--- config.mk ---
export PLATFORM = sky130hd
export DESIGN_NAME = stream_array_replay
export DESIGN_NICKNAME = d
export VERILOG_FILES = /design/src/rtl/stream_array_replay_pkg.sv /design/src/rtl/stream_array_replay_obuf.sv /design/src/rtl/stream_array_replay.sv
export SDC_FILE = /design/constraint.sdc
export NUM_CORES = 1
export LEC_CHECK = 0
export CAP_MARGIN = 20
export CORE_ASPECT_RATIO = 0.9
export CORE_UTILIZATION = 46
export DETAILED_ROUTE_END_ITERATION = 6
export DONT_BUFFER_PORTS = 1
export GPL_ROUTABILITY_DRIVEN = 0
export GPL_TIMING_DRIVEN = 0
export HOLD_SLACK_MARGIN = 0.15
export PLACE_DENSITY = 0.69
export SYNTH_ARGS = -nofsm -noshare
export SYNTH_HDL_FRONTEND = slang
export SYNTH_SLANG_ARGS = --single-unit
--- constraint.sdc ---
create_clock -name clk -period 5.4 [get_ports clk]
set_clock_uncertainty 0.2 [all_clocks]
set_input_delay 0.54 -clock clk [delete_from_list [all_inputs] [get_ports clk]]
set_output_delay 0.54 -clock clk [all_outputs]
set_load 0.02 [all_outputs]
--- src/rtl/stream_array_replay_pkg.sv ---
// Shared types for the stream-to-array replay block.
// FSM encoding, default widths and the array request/response bundle.
package stream_array_replay_pkg;

    localparam int unsigned N_DEF     = 8;
    localparam int unsigned A_DEF     = 8;
    localparam int unsigned DEPTH_DEF = 16;

    typedef logic [N_DEF-1:0] int_t;
    typedef logic [A_DEF-1:0] addr_t;

    typedef enum logic [1:0] {
        ST_IDLE,
        ST_FILL,
        ST_DRAIN,
        ST_DONE
    } state_e;

    typedef struct packed {
        logic  valid;
        logic  we;
        addr_t addr;
        int_t  di;
    } arr_req_t;

    typedef struct packed {
        logic ready;
        int_t dout;
    } arr_rsp_t;

    function automatic logic [31:0] clamp_len(
        input logic [31:0] l,
        input logic [31:0] d
    );
        return (l > d) ? d : l;
    endfunction

endpackage

--- src/rtl/stream_array_replay_obuf.sv ---
// One-entry output register with simultaneous load and unload.
// A load always wins, so a word read in the same cycle one leaves is kept.
module stream_obuf #(
    parameter int unsigned W = 8
) (
    input  logic         clk,
    input  logic         rst,
    input  logic         load,
    input  logic [W-1:0] din,
    input  logic         unload,
    output logic [W-1:0] dout,
    output logic         full
);

    logic         full_q, full_d;
    logic [W-1:0] data_q, data_d;

    always_comb begin
        full_d = full_q;
        data_d = data_q;
        if (load) begin
            full_d = 1'b1;
            data_d = din;
        end else if (unload) begin
            full_d = 1'b0;
        end
    end

    always_ff @(posedge clk) begin
        if (rst) begin
            full_q <= 1'b0;
            data_q <= '0;
        end else begin
            full_q <= full_d;
            data_q <= data_d;
        end
    end

    assign dout = data_q;
    assign full = full_q;

endmodule

--- src/rtl/stream_array_replay.sv ---
// Captures a burst from sIn into an external array, then replays it
// on sOut in forward or reverse order; started/completed via sync handshakes.
module stream_array_replay
    import stream_array_replay_pkg::*;
#(
    parameter int unsigned N     = N_DEF,
    parameter int unsigned A     = A_DEF,
    parameter int unsigned DEPTH = DEPTH_DEF,
    parameter int unsigned BASE  = 0
) (
    input  logic         clk,
    input  logic         rst,
    input  logic         in_valid,
    output logic         in_ready,
    output logic         out_valid,
    input  logic         out_ready,
    input  logic [A-1:0] len,
    input  logic         rev,
    input  logic [N-1:0] sIn,
    input  logic         sIn_valid,
    output logic         sIn_ready,
    output logic [N-1:0] sOut,
    output logic         sOut_valid,
    input  logic         sOut_ready,
    output logic [A-1:0] arr_addr,
    output logic         arr_we,
    output logic [N-1:0] arr_di,
    output logic         arr_valid,
    input  logic [N-1:0] arr_do,
    input  logic         arr_ready,
    output logic [A-1:0] count
);

    localparam logic [A-1:0] BASE_A = A'(BASE);
    localparam logic [A-1:0] ONE_A  = A'(1);

    state_e       state_q, state_d;
    logic [A-1:0] idx_q, idx_d;
    logic [A-1:0] cnt_q, cnt_d;
    logic [A-1:0] len_q, len_d;
    logic         rev_q, rev_d;

    logic [A-1:0] len_clamp;
    logic [A-1:0] idx_inc;
    logic         rd_pend;
    logic         wr_fire;
    logic         rd_fire;
    logic         obuf_full;

    assign len_clamp = A'(clamp_len(32'(len), 32'(DEPTH)));
    assign idx_inc   = idx_q + ONE_A;
    assign rd_pend   = (idx_q != len_q);

    always_comb begin
        in_ready  = (state_q == ST_IDLE);
        out_valid = (state_q == ST_DONE);
        sIn_ready = 1'b0;
        arr_valid = 1'b0;
        arr_we    = 1'b0;
        arr_addr  = BASE_A;
        arr_di    = '0;
        unique case (state_q)
            ST_IDLE: ;
            ST_FILL: begin
                arr_valid = sIn_valid;
                arr_we    = 1'b1;
                arr_addr  = BASE_A + idx_q;
                arr_di    = sIn;
                sIn_ready = arr_ready;
            end
            ST_DRAIN: begin
                // Stop reading once all L words have been fetched.
                arr_valid = rd_pend && (!obuf_full || sOut_ready);
                arr_addr  = rev_q ? (BASE_A + len_q - ONE_A - idx_q)
                                  : (BASE_A + idx_q);
            end
            ST_DONE: ;
        endcase
    end

    assign wr_fire = (state_q == ST_FILL) && arr_valid && arr_ready;
    assign rd_fire = (state_q == ST_DRAIN) && arr_valid && arr_ready;

    always_comb begin
        state_d = state_q;
        idx_d   = idx_q;
        cnt_d   = cnt_q;
        len_d   = len_q;
        rev_d   = rev_q;
        unique case (state_q)
            ST_IDLE: begin
                if (in_valid) begin
                    len_d   = len_clamp;
                    rev_d   = rev;
                    idx_d   = '0;
                    cnt_d   = '0;
                    state_d = (len_clamp != '0) ? ST_FILL : ST_DONE;
                end
            end
            ST_FILL: begin
                if (wr_fire) begin
                    cnt_d = cnt_q + ONE_A;
                    if (idx_inc == len_q) begin
                        idx_d   = '0;
                        state_d = ST_DRAIN;
                    end else begin
                        idx_d = idx_inc;
                    end
                end
            end
            ST_DRAIN: begin
                if (rd_fire) begin
                    idx_d = idx_inc;
                end
                // Leave on the edge where the last buffered word is taken.
                if (!rd_pend && (!obuf_full || sOut_ready)) begin
                    state_d = ST_DONE;
                end
            end
            ST_DONE: begin
                if (out_ready) begin
                    state_d = ST_IDLE;
                end
            end
        endcase
    end

    always_ff @(posedge clk) begin
        if (rst) begin
            state_q <= ST_IDLE;
            idx_q   <= '0;
            cnt_q   <= '0;
            len_q   <= '0;
            rev_q   <= 1'b0;
        end else begin
            state_q <= state_d;
            idx_q   <= idx_d;
            cnt_q   <= cnt_d;
            len_q   <= len_d;
            rev_q   <= rev_d;
        end
    end

    stream_obuf #(
        .W(N)
    ) u_obuf (
        .clk   (clk),
        .rst   (rst),
        .load  (rd_fire),
        .din   (arr_do),
        .unload(sOut_ready),
        .dout  (sOut),
        .full  (obuf_full)
    );

    assign sOut_valid = obuf_full;
    assign count      = cnt_q;

endmodule

[Word-level counts from Yosys, hierarchy flattened]
Index checks and enable logic that the tools add are counted.
Cells by class
  equality and inequality tests: 11
  reductions and logical operators: 18
  mux-type cells: 23
  order comparisons: 1
  add/sub/neg operators: 4
Operator list (number)
  $mux W8: 8
  $pmux W8 S2: 2
  $pmux W8 S3: 1
  $add A8 B1 Y8 const B: 2
  $mux W2: 6
  $eq A8 B8 Y1: 1
  $gt A8 B5 Y1 const B: 1
  $ne A8 B8 Y1: 1
  $pmux W2 S4: 1
  $reduce_bool A8 Y1: 1
  $sub A8 B1 Y8 const B: 1
  $sub A8 B8 Y8: 1
  $logic_and A1 B1 Y1: 6
  $ne A2 B1 Y1 const B: 3
  $ne A2 B2 Y1 const B: 3
  $reduce_and A5 Y1: 1
  $eq A2 B2 Y1 const B: 2
  $mux W1: 4
  $reduce_and A4 Y1: 1
  $reduce_bool A2 Y1: 2
  $reduce_and A3 Y1: 1
  $reduce_bool A3 Y1: 1
  $eq A2 B1 Y1 const B: 1
  $logic_not A1 Y1: 2
  other kinds (4): 4
Storage, ports and cells
  bits of input ports: 32
  logic and storage cells: 64
  register bits: 36

[Logic depth before layout (Yosys ltp)]
Gate-level depths: netlist of run 1.
  depth in word-level cells: 8
  depth in mapped cells: 10
  gate-level depth less buffers: 9

[Modules after synthesis]
Synthesis of run 1 repeated with hierarchy kept, for this count alone.
Second synthesis, totals
  cells, all modules: 302
  area, all modules: 2536.2 um^2
By module, submodules not included
  stream_array_replay: sequential area each 540.5 um^2, area each 2214.6 um^2, instances 1, cells an instance 272
  stream_obuf: sequential area each 180.2 um^2, area each 321.6 um^2, instances 1, cells an instance 30

[Least setup slack after synthesis of run 1]
No wires, ideal clock.
  kind: register to output
  from: register idx_q[0]
  to: output arr_addr[6]
  arrival: 2.262 ns
  cell stages (with the launch flop): 10
  path buffers: 0
  required time: 4.660 ns
  slack: 2.398 ns
  cell sequence: dfxtp_1 -> inv_1 -> ha_1 -> fa_1 -> a21o_1 -> a21oi_1 -> o21ai_0 -> a21oi_1 -> xor2_1 -> o21ai_0
Between the ends
  longest elaborated chain between the ends: 3
RTL lines
  start, declared: RTL line stream_array_replay.sv:38  | logic [A-1:0] idx_q, idx_d;
  start signal, assigned: RTL line stream_array_replay.sv:137  | idx_q <= idx_d;
  $sub A8 B8 Y8: RTL line stream_array_replay.sv:74  | arr_addr = rev_q ? (BASE_A + len_q - ONE_A - idx_q)
  $mux W8: RTL line stream_array_replay.sv:74
  $pmux W8 S2: RTL line stream_array_replay.sv:62  | unique case (state_q)
  end, declared: RTL line stream_array_replay.sv:25  | output logic [A-1:0] arr_addr,
No other way between the ends.

[Worst setup path after layout of run 1]
Ends and elaborated chain as after synthesis.

==> tab_implementation.tex, run 1 <==
\begin{tabular}{lr}
\hline
Metric & Value \\
\hline
\multicolumn{2}{l}{\textbf{Layout}} \\
\quad Diode count & 0 \\
\quad Post-route core utilization & approximately 52\% \\
\quad Total non-filler cell area in the finished layout & 2770 um2 \\
\quad Commonest cells after routing, fill and taps aside & sky130\_fd\_sc\_hd\_\_dfxtp\_1, sky130\_fd\_sc\_hd\_\_nand2\_1, sky130\_fd\_sc\_hd\_\_nand3\_1 \\
\quad Total number of nets in the final design & 385 \\
\quad Layout cell share with drive strength beyond 1 & 5.00\% \\
\quad Area added between synthesis and finish & 7.44\% \\
\quad Commonest non-fill, non-tap cell in the layout & sky130\_fd\_sc\_hd\_\_dfxtp\_1 \\
\quad Fill cell instance count of the final layout & 534 \\
\multicolumn{2}{l}{\textbf{Timing}} \\
\quad Maximum clock frequency & 283 MHz \\
\quad Final number of hold-violating endpoints & 0 \\
\quad Setup TNS after final layout & 0 ps \\
\quad Max-slew violation count & 0 \\
\quad Tcrit/Tclk final & 65.4\% \\
\quad Slew at the pin closest to its max-slew limit & 820 ps \\
\quad RSZ-0062 raised after global routing & false \\
\quad Final setup viols & 0 \\
\quad Time the worst path needs with I/O delays and setup & 3530 ps \\
\quad Final critical-path setup slack & between 1500 and 2000 ps \\
\quad Relative slew slack & 44.8\% \\
\multicolumn{2}{l}{\textbf{Clocking}} \\
\quad Post-CTS Setup Bufs & 0 \\
\quad Number of buffers inserted during clock tree synthesis & 5 \\
\quad PostCTS Resize Cnt & 0 \\
\quad CTS H-Tree Depth & 2 \\
\quad CTS root buffer & sky130\_fd\_sc\_hd\_\_clkbuf\_8 \\
\quad Clock tree from TritonCTS & built \\
\quad Clock net sink count & 36 \\
\quad CTS Hold Buffers Added & 0 \\
\quad Maximum clock insertion buffer count & 2 \\
\quad Skew-Pair Late Insertion Delay & 290 ps \\
\quad Clock slew seen by the registers of the worst setup and hold paths & around 70 ps \\
\multicolumn{2}{l}{\textbf{Status}} \\
\quad Run status & finished clean \\
\multicolumn{2}{l}{\textbf{Setup path}} \\
\quad Max FO, Critical Path & 6 \\
\quad Kind of capture point of the worst setup path & primary output \\
\quad Required time worst endpoint & 4660 ps \\
\quad Setup slack of the worst register-to-register path & 2470 ps \\
\quad Cell count of the worst reg-to-reg path & 7 \\
\quad Start-to-end type of the worst setup path & register to primary output \\
\quad Critical path data arrival time & 2790 ps \\
\quad Sort of element at the start of the critical path & register \\
\multicolumn{2}{l}{\textbf{Synthesis}} \\
\quad Async SR Flop Fraction & 0\% \\
\quad Register bit total from synthesis & 36 \\
\quad Syn nets & 378 \\
\quad Cell type with the largest total area after synthesis & sky130\_fd\_sc\_hd\_\_dfxtp\_1 \\
\quad Cell Area, Synth & approximately 2600 um2 \\
\quad Number of flops mapped to enable cells by yosys & 0 \\
\quad Main flop type after synthesis & sky130\_fd\_sc\_hd\_\_dfxtp\_1 \\
\quad Gate count of the mapped netlist & 332 \\
\quad Area share of the largest cell type after synthesis & approximately 28\% \\
\quad Share of the yosys chip area belonging to registers & 28.0\% \\
\quad Avg Inst Size Synth & a little under 8 um2 \\
\quad Cells taking the most area after synthesis & sky130\_fd\_sc\_hd\_\_dfxtp\_1, sky130\_fd\_sc\_hd\_\_ha\_1, sky130\_fd\_sc\_hd\_\_nand3\_1 \\
\quad Yosys cell types & 48 \\
\quad Yosys Warn Count & 0 \\
\multicolumn{2}{l}{\textbf{Drt}} \\
\quad DRT antenna net count & 0 \\
\quad Length of the first detailed-routing pass in iterations & 4 \\
\quad Number of remaining DRC errors & 0 \\
\quad Wirelength per Cell & between 15 and 20 um \\
\quad Detail-routed via count per cell & 6.01 \\
\quad DRC marker count from the first detailed-route iteration & 178 \\
\quad Post-detailed-routing wire length & 6.74 mm \\
\quad Routed vias & roughly 2.4k \\
\multicolumn{2}{l}{\textbf{Global routing}} \\
\quad Total grt overflow & 0 \\
\quad All-Layer GR Usage & 24.3\% \\
\quad Largest net degree at the start of global routing & 12 \\
\quad First-pass GRT wire length & 11.0 mm \\
\quad Number of global-route vias before repair & 2336 \\
\quad Antenna violations before repair & 0 \\
\multicolumn{2}{l}{\textbf{Hold path}} \\
\quad Depth of the worst hold-timing path & 2 \\
\quad Hold WC Path Type & primary input to register \\
\multicolumn{2}{l}{\textbf{Power}} \\
\quad Total leakage power & between 0.0009 and 0.001 uW \\
\quad Power per cell area & approximately 320 nW/um2 \\
\quad IR Drop Worst-Case VDD & 166 uV \\
\multicolumn{2}{l}{\textbf{Die}} \\
\quad Core Footprint & 5320 um2 \\
\quad Full die area & 5900 um2 \\
\quad Height of the chip & 73.0 um \\
\quad \# rows & 25 \\
\quad Ports & 70 \\
\quad Effective utilization at floorplan & 48.4\% \\
\quad Horizontal die dimension & 80.8 um \\
\multicolumn{2}{l}{\textbf{Placed design}} \\
\quad Placed Instance Area & 2660 um2 \\
\quad Placed wire-length estimate & 5.10 mm \\
\quad Post-Place Setup Slack & 2200 ps \\
\quad Number of I/O port buffers & 0 \\
\multicolumn{2}{l}{\textbf{Job}} \\
\quad Count of maximum capacitance violations & 0 \\
\hline
\end{tabular}
synth_stat cells (6+ instances only):
cell type                  number
sky130_fd_sc_hd__a211oi_1       6
sky130_fd_sc_hd__a21o_1         6
sky130_fd_sc_hd__a21oi_1       24
sky130_fd_sc_hd__a22oi_1        7
sky130_fd_sc_hd__and2_1        16
sky130_fd_sc_hd__clkbuf_1      15
sky130_fd_sc_hd__dfxtp_1       36
sky130_fd_sc_hd__ha_1          13
sky130_fd_sc_hd__inv_1         14
sky130_fd_sc_hd__nand2_1       35
sky130_fd_sc_hd__nand3_1       31
sky130_fd_sc_hd__nor2_1        17
sky130_fd_sc_hd__nor2b_1       11
sky130_fd_sc_hd__o211ai_1       7
sky130_fd_sc_hd__o21ai_0        6
sky130_fd_sc_hd__xnor2_1        6
sky130_fd_sc_hd__xor2_1        14
final timing paths:
kind,from,endpoint
worst max register to register,idx_q[0],state_q[1]
worst min register to register,len_q[0],len_q[0]
worst min-delay path,rev,rev_q
worst max-delay path,idx_q[0],arr_addr[6]
through the flow:
step           hold WS [ps]  power [uW]  std cells
2_1_floorplan           236         555        332
6_report                181         871        407
3_5_place_dp            259         637        399
5_1_grt                 178         921        407
4_1_cts                 174         872        407
3_3_place_gp            253         635        399
kinds of logic after synthesis:
kind of cell,count (synthesis),share of synthesized area [%]
AOI/OAI and AO/OA,82,22.8
xor gates and xnor gates,20,6.81
adders and majority gates,14,7.10
buffers and inverters,34,5.35
DFF,36,28.0
muxes,2,0.826
and+or+nand+nor,144,29.1
worst max-delay path, stage by stage, from the launching register on:
cell and delay [ps]:
sky130_fd_sc_hd__dfxtp_1 420, sky130_fd_sc_hd__inv_1 110, sky130_fd_sc_hd__ha_1 240, sky130_fd_sc_hd__fa_1 400
sky130_fd_sc_hd__a21o_1 200, sky130_fd_sc_hd__a21oi_1 220, sky130_fd_sc_hd__o21ai_0 120, sky130_fd_sc_hd__a21oi_1 180
sky130_fd_sc_hd__xor2_1 80, sky130_fd_sc_hd__o21ai_0 520
report_power, final:
group          switching (uW)  leakage, uW  internal (uW)
combinational             263     0.000644           92.4
sequential               10.1     0.000291            274
clock                    95.4    0.0000552            137
total                     368     0.000990            503
final cells by class:
cell class	count	area [um2]	area share, %
Multi-Input combinational cell	262	1720	62.0
Sequential cell	36	721	26.1
Buffer	20	85.1	3.08
Tap cell	67	83.8	3.03
Clock buffer	6	72.6	2.62
Inverter	14	52.6	1.90
Clock inverter	2	35.0	1.27
layer usage:
layer	global-route usage (%)	wire length, um
met2	37.4	3060
met4	8.73	116
met5	0	0
met3	6.13	553
met1	32.7	3010
sequential cells by signal, indices dropped and copies added, names as in the netlist:
register and cells:
count 8, idx_q 8, len_q 8, rev_q 1, state_q 2, u_obuf.dout 8
u_obuf.full 1
(Power assumes the default switching activity.)
==> inputs of run 2 (changes only) <==
- clock period: 5.4 -> 3.3 ns (I/O delays scaled with it)
==> tab_implementation.tex, run 2 (synthesized netlist as in run 1, its figures left out) <==
\begin{tabular}{lr}
\hline
Metric & Value \\
\hline
\multicolumn{2}{l}{\textbf{Setup path}} \\
\quad Critical path data arrival time & 2570 ps (-220 ps) \\
\quad Required time worst endpoint & 2770 ps (-1890 ps) \\
\quad Critical path buffer and inverter count & 1 (unchanged) \\
\quad Kind of capture point of the worst setup path & primary output \\
\quad CP Cell Sequence & inv\_1 > ha\_1 > fa\_1 > a21o\_1 > a21oi\_1 > o21ai\_0 > a21oi\_1 > xor2\_1 > o21ai\_2 \\
\quad Sort of element at the start of the critical path & register \\
\quad Cell family with most CP delay & compound AO/OA/AOI/OAI gates \\
\quad Highest-delay cell along the critical path & sky130\_fd\_sc\_hd\_\_dfxtp\_1 \\
\quad Most used cell, CP & sky130\_fd\_sc\_hd\_\_a21oi\_1 \\
\quad Slowest cell delay on critical path & 420 ps (-100 ps) \\
\quad Start-to-end type of the worst setup path & register to primary output \\
\quad Max FO, Critical Path & 6 (unchanged) \\
\multicolumn{2}{l}{\textbf{Clocking}} \\
\quad CTS root buffer & sky130\_fd\_sc\_hd\_\_clkbuf\_8 \\
\quad Maximum clock insertion buffer count & 2 (unchanged) \\
\quad CTS H-Tree Depth & 2 (unchanged) \\
\quad Post-CTS Setup Bufs & 0 (unchanged) \\
\quad Clock net sink count & 36 (unchanged) \\
\quad Number of buffers inserted during clock tree synthesis & 5 (unchanged) \\
\quad Clock tree from TritonCTS & built \\
\quad Clock slew seen by the registers of the worst setup and hold paths & 80 ps (about the same) \\
\quad Skew-Pair Late Insertion Delay & 290 ps (about the same) \\
\multicolumn{2}{l}{\textbf{Global routing}} \\
\quad Largest net degree at the start of global routing & 12 (unchanged) \\
\quad All-Layer GR Usage & 25.3\% (+1.0 points) \\
\quad Antenna violations before repair & 0 (unchanged) \\
\quad Number of global-route vias before repair & 2447 (+4.8\%) \\
\quad Total grt overflow & 0 (unchanged) \\
\quad First-pass GRT wire length & 11.4 mm (+4.0\%) \\
\multicolumn{2}{l}{\textbf{Timing}} \\
\quad Tcrit/Tclk final & 94.0\% \\
\quad Time the worst path needs with I/O delays and setup & 3100 ps \\
\quad Final number of hold-violating endpoints & 0 (unchanged) \\
\quad Setup TNS after final layout & 0 ps (unchanged) \\
\quad Relative slew slack & 38.9\% (-5.9 points) \\
\quad Final setup viols & 0 (unchanged) \\
\quad Max-slew violation count & 0 (unchanged) \\
\quad RSZ-0062 raised after global routing & false \\
\quad Slew at the pin closest to its max-slew limit & 908 ps (+88.1 ps) \\
\quad Maximum clock frequency & about 320 MHz \\
\multicolumn{2}{l}{\textbf{Die}} \\
\quad Effective utilization at floorplan & 48.4\% (unchanged) \\
\quad Horizontal die dimension & 80.8 um (unchanged) \\
\quad Ports & 70 (unchanged) \\
\quad Full die area & 5900 um2 (unchanged) \\
\quad \# rows & 25 (unchanged) \\
\quad Height of the chip & 73.0 um (unchanged) \\
\quad Core Footprint & 5320 um2 (unchanged) \\
\multicolumn{2}{l}{\textbf{Power}} \\
\quad Part of the power in the clock network & 26.5\% (-0.2 points) \\
\quad Sequential fraction of design power & 32.2\% (-0.4 points) \\
\quad Internal power component & 835 uW (+66\%) \\
\quad Total leakage power & 0.00106 uW (+6.7\%) \\
\quad Power per cell area & 490 nW/um2 (+55\%) \\
\quad Switching Power & 609 uW (+65\%) \\
\quad Combinational group share of total power & 41.3\% (+0.6 points) \\
\quad Switching portion of total power & 42.2\% (-0.079 points) \\
\quad Design Power & 1440 uW (+66\%) \\
\quad IR Drop Worst-Case VDD & 280 uV (+69\%) \\
\multicolumn{2}{l}{\textbf{Drt}} \\
\quad Routed vias & 2558 (+4.5\%) \\
\quad Post-detailed-routing wire length & 7.03 mm (+4.3\%) \\
\quad DRT antenna net count & 0 (unchanged) \\
\quad DRC marker count from the first detailed-route iteration & 209 (+17\%) \\
\quad Length of the first detailed-routing pass in iterations & 5 (+1) \\
\quad Detail-routed via count per cell & 6.02 (+0.11\%) \\
\quad Number of remaining DRC errors & 0 (unchanged) \\
\quad Wirelength per Cell & 16.5 um (-0.15\%) \\
\multicolumn{2}{l}{\textbf{Layout}} \\
\quad Fill cell instance count of the final layout & 512 (-4.1\%) \\
\quad Total non-filler cell area in the finished layout & 2950 um2 (+6.7\%) \\
\quad Commonest cells after routing, fill and taps aside & sky130\_fd\_sc\_hd\_\_dfxtp\_1, sky130\_fd\_sc\_hd\_\_nand2\_1, sky130\_fd\_sc\_hd\_\_nand3\_1 \\
\quad Layout cell share with drive strength beyond 1 & 5.03\% (+0.028 points) \\
\quad Total number of nets in the final design & 403 (+4.7\%) \\
\quad Area added between synthesis and finish & 14.6\% \\
\quad Post-route core utilization & 55.5\% (+3.5 points) \\
\quad Post-Layout Cell Count & 425 (+4.4\%) \\
\quad Diode count & 0 (unchanged) \\
\quad Commonest non-fill, non-tap cell in the layout & sky130\_fd\_sc\_hd\_\_dfxtp\_1 \\
\multicolumn{2}{l}{\textbf{Placed design}} \\
\quad Placed Instance Area & 2660 um2 (unchanged) \\
\quad Dpl cells & 399 (unchanged) \\
\quad Number of I/O port buffers & 0 (unchanged) \\
\quad Placed wire-length estimate & 5.10 mm (unchanged) \\
\multicolumn{2}{l}{\textbf{Job}} \\
\quad Count of maximum capacitance violations & 0 (unchanged) \\
\multicolumn{2}{l}{\textbf{Status}} \\
\quad Run status & finished clean \\
\multicolumn{2}{l}{\textbf{Hold path}} \\
\quad Hold WC Path Type & primary input to register \\
\hline
\end{tabular}
[run 2: layout make-up]
type,instances,area (um2),share of cell area [%]
Buffer,20,85.1,2.89
Clock buffer,6,72.6,2.46
Clock inverter,2,35.0,1.19
Inverter,14,52.6,1.78
Multi-Input combinational cell,262,1720,58.3
Sequential cell,36,721,24.4
Tap cell,67,83.8,2.84
Timing Repair Buffer,18,180,6.11
[run 2: worst paths after layout]
check             startpoint     endpoint  slack [ps]  depth (start not counted)
setup / recovery    idx_q[0]  arr_addr[6]         200                          9
hold / removal           rst     idx_q[4]         170                          4
setup reg to reg    idx_q[0]   state_q[1]         360                          7
hold reg to reg        rev_q        rev_q         280                          2
[run 2: layer usage]
layer	routed length, um	track usage [%]	vias to the layer above	part of all wire, %
met3	424	6.13	14	6.0
li1	-	-	1232	-
met4	129	8.33	0	1.8
met2	3310	41.0	106	47
met1	3160	32.8	1206	45
met5	0	0	-	0
[run 2: stage by stage]
step                setup WS, ps  hold WS, ps
floorplan                    508          236
global placement             336          253
detailed placement           311          259
CTS                          135          164
global route                80.2          178
finish                       198          174
[run 2: worst min-delay path, stage by stage]
cell and delay [ps]:
sky130_fd_sc_hd__or3_1 80, sky130_fd_sc_hd__a211oi_1 40, sky130_fd_sc_hd__o211ai_1 90, sky130_fd_sc_hd__nand3_1 80
[run 2: power by group through the flow]
stage / Combinational [uW] / Clock (uW) / Sequential, uW
finish: 596 / 383 / 465
global route: 653 / 403 / 467
CTS: 587 / 390 / 465
detailed placement: 567 / 0 / 475
global placement: 566 / 0 / 474
floorplan: 438 / 0 / 469
[run 2: repair_timing]
item | 4_1_cts | 5_1_grt
endpoints found under the hold margin | 14 | 0
endpoints found under the setup margin | 1 | 1
gates resized for setup | 1 | 1
hold buffers | 18 | 0
pin swaps | 0 | 0
==> inputs of run 3 (changes only) <==
- CORE_MARGIN: not set -> 3
- CORE_UTILIZATION: 46 -> 50
- PLACE_DENSITY: 0.69 -> 0.73
==> tab_implementation.tex, run 3 (synthesized netlist as in run 1, its figures left out) <==
\begin{tabular}{lr}
\hline
Metric & Value \\
\hline
\multicolumn{2}{l}{\textbf{Clocking}} \\
\quad Clock net sink count & 36 (unchanged) \\
\quad Skew-Pair Late Insertion Delay & 290 ps (about the same) \\
\quad Maximum clock insertion buffer count & 2 (unchanged) \\
\quad CTS root buffer & sky130\_fd\_sc\_hd\_\_clkbuf\_8 \\
\quad Number of buffers inserted during clock tree synthesis & 5 (unchanged) \\
\quad Clock tree from TritonCTS & built \\
\quad Clock slew seen by the registers of the worst setup and hold paths & 70 ps (about the same) \\
\quad CTS H-Tree Depth & 2 (unchanged) \\
\multicolumn{2}{l}{\textbf{Hold path}} \\
\quad Depth of the worst hold-timing path & 4 (unchanged) \\
\quad Hold WC Path Type & primary input to register \\
\multicolumn{2}{l}{\textbf{Timing}} \\
\quad RSZ-0062 raised after global routing & false \\
\quad Time the worst path needs with I/O delays and setup & 3140 ps (+38.4 ps) \\
\quad Tcrit/Tclk final & 95.2\% (+1.2 points) \\
\quad Slew at the pin closest to its max-slew limit & 824 ps (-83.7 ps) \\
\quad Maximum clock frequency & 318 MHz (-1.2\%) \\
\quad Max-slew violation count & 0 (unchanged) \\
\quad Setup TNS after final layout & 0 ps (unchanged) \\
\quad Final setup viols & 0 (unchanged) \\
\quad Final number of hold-violating endpoints & 0 (unchanged) \\
\quad Relative slew slack & 44.5\% (+5.6 points) \\
\multicolumn{2}{l}{\textbf{Drt}} \\
\quad Post-detailed-routing wire length & 6.89 mm (-2.0\%) \\
\quad DRC marker count from the first detailed-route iteration & 189 (-9.6\%) \\
\quad Detail-routed via count per cell & 5.91 (-1.7\%) \\
\quad DRT antenna net count & 0 (unchanged) \\
\quad Wirelength per Cell & 16.3 um (-1.5\%) \\
\quad Number of remaining DRC errors & 0 (unchanged) \\
\quad Routed vias & 2502 (-2.2\%) \\
\quad Length of the first detailed-routing pass in iterations & 4 (-1) \\
\multicolumn{2}{l}{\textbf{Die}} \\
\quad Full die area & 6050 um2 (+2.5\%) \\
\quad Core Footprint & 4890 um2 (-8.0\%) \\
\quad \# rows & 24 (-4.0\%) \\
\quad Height of the chip & 74.1 um (+1.5\%) \\
\quad Horizontal die dimension & 81.6 um (+0.96\%) \\
\quad Effective utilization at floorplan & 52.6\% (+4.2 points) \\
\quad Ports & 70 (unchanged) \\
\multicolumn{2}{l}{\textbf{Layout}} \\
\quad Layout cell share with drive strength beyond 1 & 5.03\% (unchanged) \\
\quad Fill cell instance count of the final layout & 443 (-13\%) \\
\quad Commonest cells after routing, fill and taps aside & sky130\_fd\_sc\_hd\_\_dfxtp\_1, sky130\_fd\_sc\_hd\_\_nand2\_1, sky130\_fd\_sc\_hd\_\_nand3\_1 \\
\quad Diode count & 0 (unchanged) \\
\quad Total number of nets in the final design & 403 (unchanged) \\
\quad Total non-filler cell area in the finished layout & 2930 um2 (-0.55\%) \\
\quad Area added between synthesis and finish & 14.0\% \\
\quad Commonest non-fill, non-tap cell in the layout & sky130\_fd\_sc\_hd\_\_dfxtp\_1 \\
\multicolumn{2}{l}{\textbf{Placed design}} \\
\quad Placed Instance Area & 2660 um2 (about the same) \\
\quad Number of I/O port buffers & 0 (unchanged) \\
\quad Placed wire-length estimate & 5.08 mm (-0.49\%) \\
\multicolumn{2}{l}{\textbf{Setup path}} \\
\quad Critical path buffer and inverter count & 1 (unchanged) \\
\quad Sort of element at the start of the critical path & register \\
\quad Slowest cell delay on critical path & 430 ps (about the same) \\
\quad Critical path data arrival time & 2610 ps (+40 ps) \\
\quad Total stage count of the critical path & 9 (unchanged) \\
\quad Highest-delay cell along the critical path & sky130\_fd\_sc\_hd\_\_fa\_1 \\
\quad Cell family with most CP delay & compound AO/OA/AOI/OAI gates \\
\quad CP Cell Sequence & inv\_1 > ha\_1 > fa\_1 > a21o\_1 > a21oi\_1 > o21ai\_0 > a21oi\_1 > xor2\_1 > o21ai\_2 \\
\quad Most used cell, CP & sky130\_fd\_sc\_hd\_\_a21oi\_1 \\
\quad Cell count of the worst reg-to-reg path & 9 (+2) \\
\quad Required time worst endpoint & 2770 ps (about the same) \\
\quad Start-to-end type of the worst setup path & register to primary output \\
\quad Max FO, Critical Path & 6 (unchanged) \\
\quad Kind of capture point of the worst setup path & primary output \\
\multicolumn{2}{l}{\textbf{Global routing}} \\
\quad Antenna violations before repair & 0 (unchanged) \\
\quad Number of global-route vias before repair & 2399 (-2.0\%) \\
\quad Total grt overflow & 0 (unchanged) \\
\quad First-pass GRT wire length & 11.4 mm (-0.67\%) \\
\quad Largest net degree at the start of global routing & 12 (unchanged) \\
\quad All-Layer GR Usage & 24.0\% (-1.3 points) \\
\multicolumn{2}{l}{\textbf{Power}} \\
\quad Power per cell area & 472 nW/um2 (-3.7\%) \\
\quad IR Drop Worst-Case VDD & 422 uV (+51\%) \\
\quad Total leakage power & 0.00105 uW (-1.0\%) \\
\multicolumn{2}{l}{\textbf{Status}} \\
\quad Run status & finished clean \\
\multicolumn{2}{l}{\textbf{Job}} \\
\quad Count of maximum capacitance violations & 0 (unchanged) \\
\hline
\end{tabular}
==> run 3: worst register-to-register path: cells and delay by family (launching register included) <==
kind / cells / cell delay [ps]
flip-flops: 1 / 390
adder cells (fa/ha/maj): 1 / 270
AND/OR/NAND/NOR: 2 / 420
buffers and inverters: 3 / 710
AO/OA/AOI/OAI: 3 / 910
==> run 3: final cells by class <==
cell class              count  area, um2  share of cell area [%]
plain buffers              20       85.1                    2.90
clock buffers               7       86.3                    2.94
clock inverters             1       7.51                   0.256
inverters                  14       52.6                    1.79
multi-input cells         262       1720                    58.6
flip-flops and latches     36        721                    24.6
well taps                  65       81.3                    2.77
repair buffers             18        180                    6.14
==> run 3: worst paths after layout <==
path,from,end,slack (ps)
worst min-delay path,rst,idx_q[4],190
worst max register to register,state_q[0],idx_q[2],350
worst min register to register,len_q[0],len_q[0],280
worst max-delay path,idx_q[0],arr_addr[6],160
==> run 3: stage by stage <==
step                cells  utilization [%]  hold WS [ps]  setup slack, ps  total power (uW)
finish                423             59.9           189              159              1380
global route          423             59.9           191             47.2              1460
CTS                   423             59.8           169              115              1380
detailed placement    397             54.2           254              283              1040
global placement      397             54.2           253              330              1040
floorplan             332                -           236              508               908
==> run 3: what timing repair did <==
item / CTS / global route
hold buffers: 18 / 0
pin swaps: 0 / 0
setup endpoints to repair: 1 / 1
endpoints found under the hold margin: 14 / 0
setup buffers: 0 / 0
gates resized for setup: 1 / 1
==> run 3: power breakdown <==
| group | switching, uW | internal, uW | total, uW | leakage (uW) |
|---|---|---|---|---|
| combinational | 429 | 164 | 593 | 0.000711 |
| clock | 157 | 170 | 326 | 0.0000445 |
| sequential | 15.5 | 448 | 464 | 0.000291 |
==> run 3: routing by layer <==
| layer | GRT usage [%] | vias up | share of wire [%] |
|---|---|---|---|
| li1 | - | 1241 | - |
| met4 | 7.01 | 0 | 1.3 |
| met1 | 31.6 | 1156 | 44 |
| met5 | 0 | - | 0 |
| met3 | 6.54 | 10 | 7.4 |
| met2 | 38.8 | 95 | 47 |
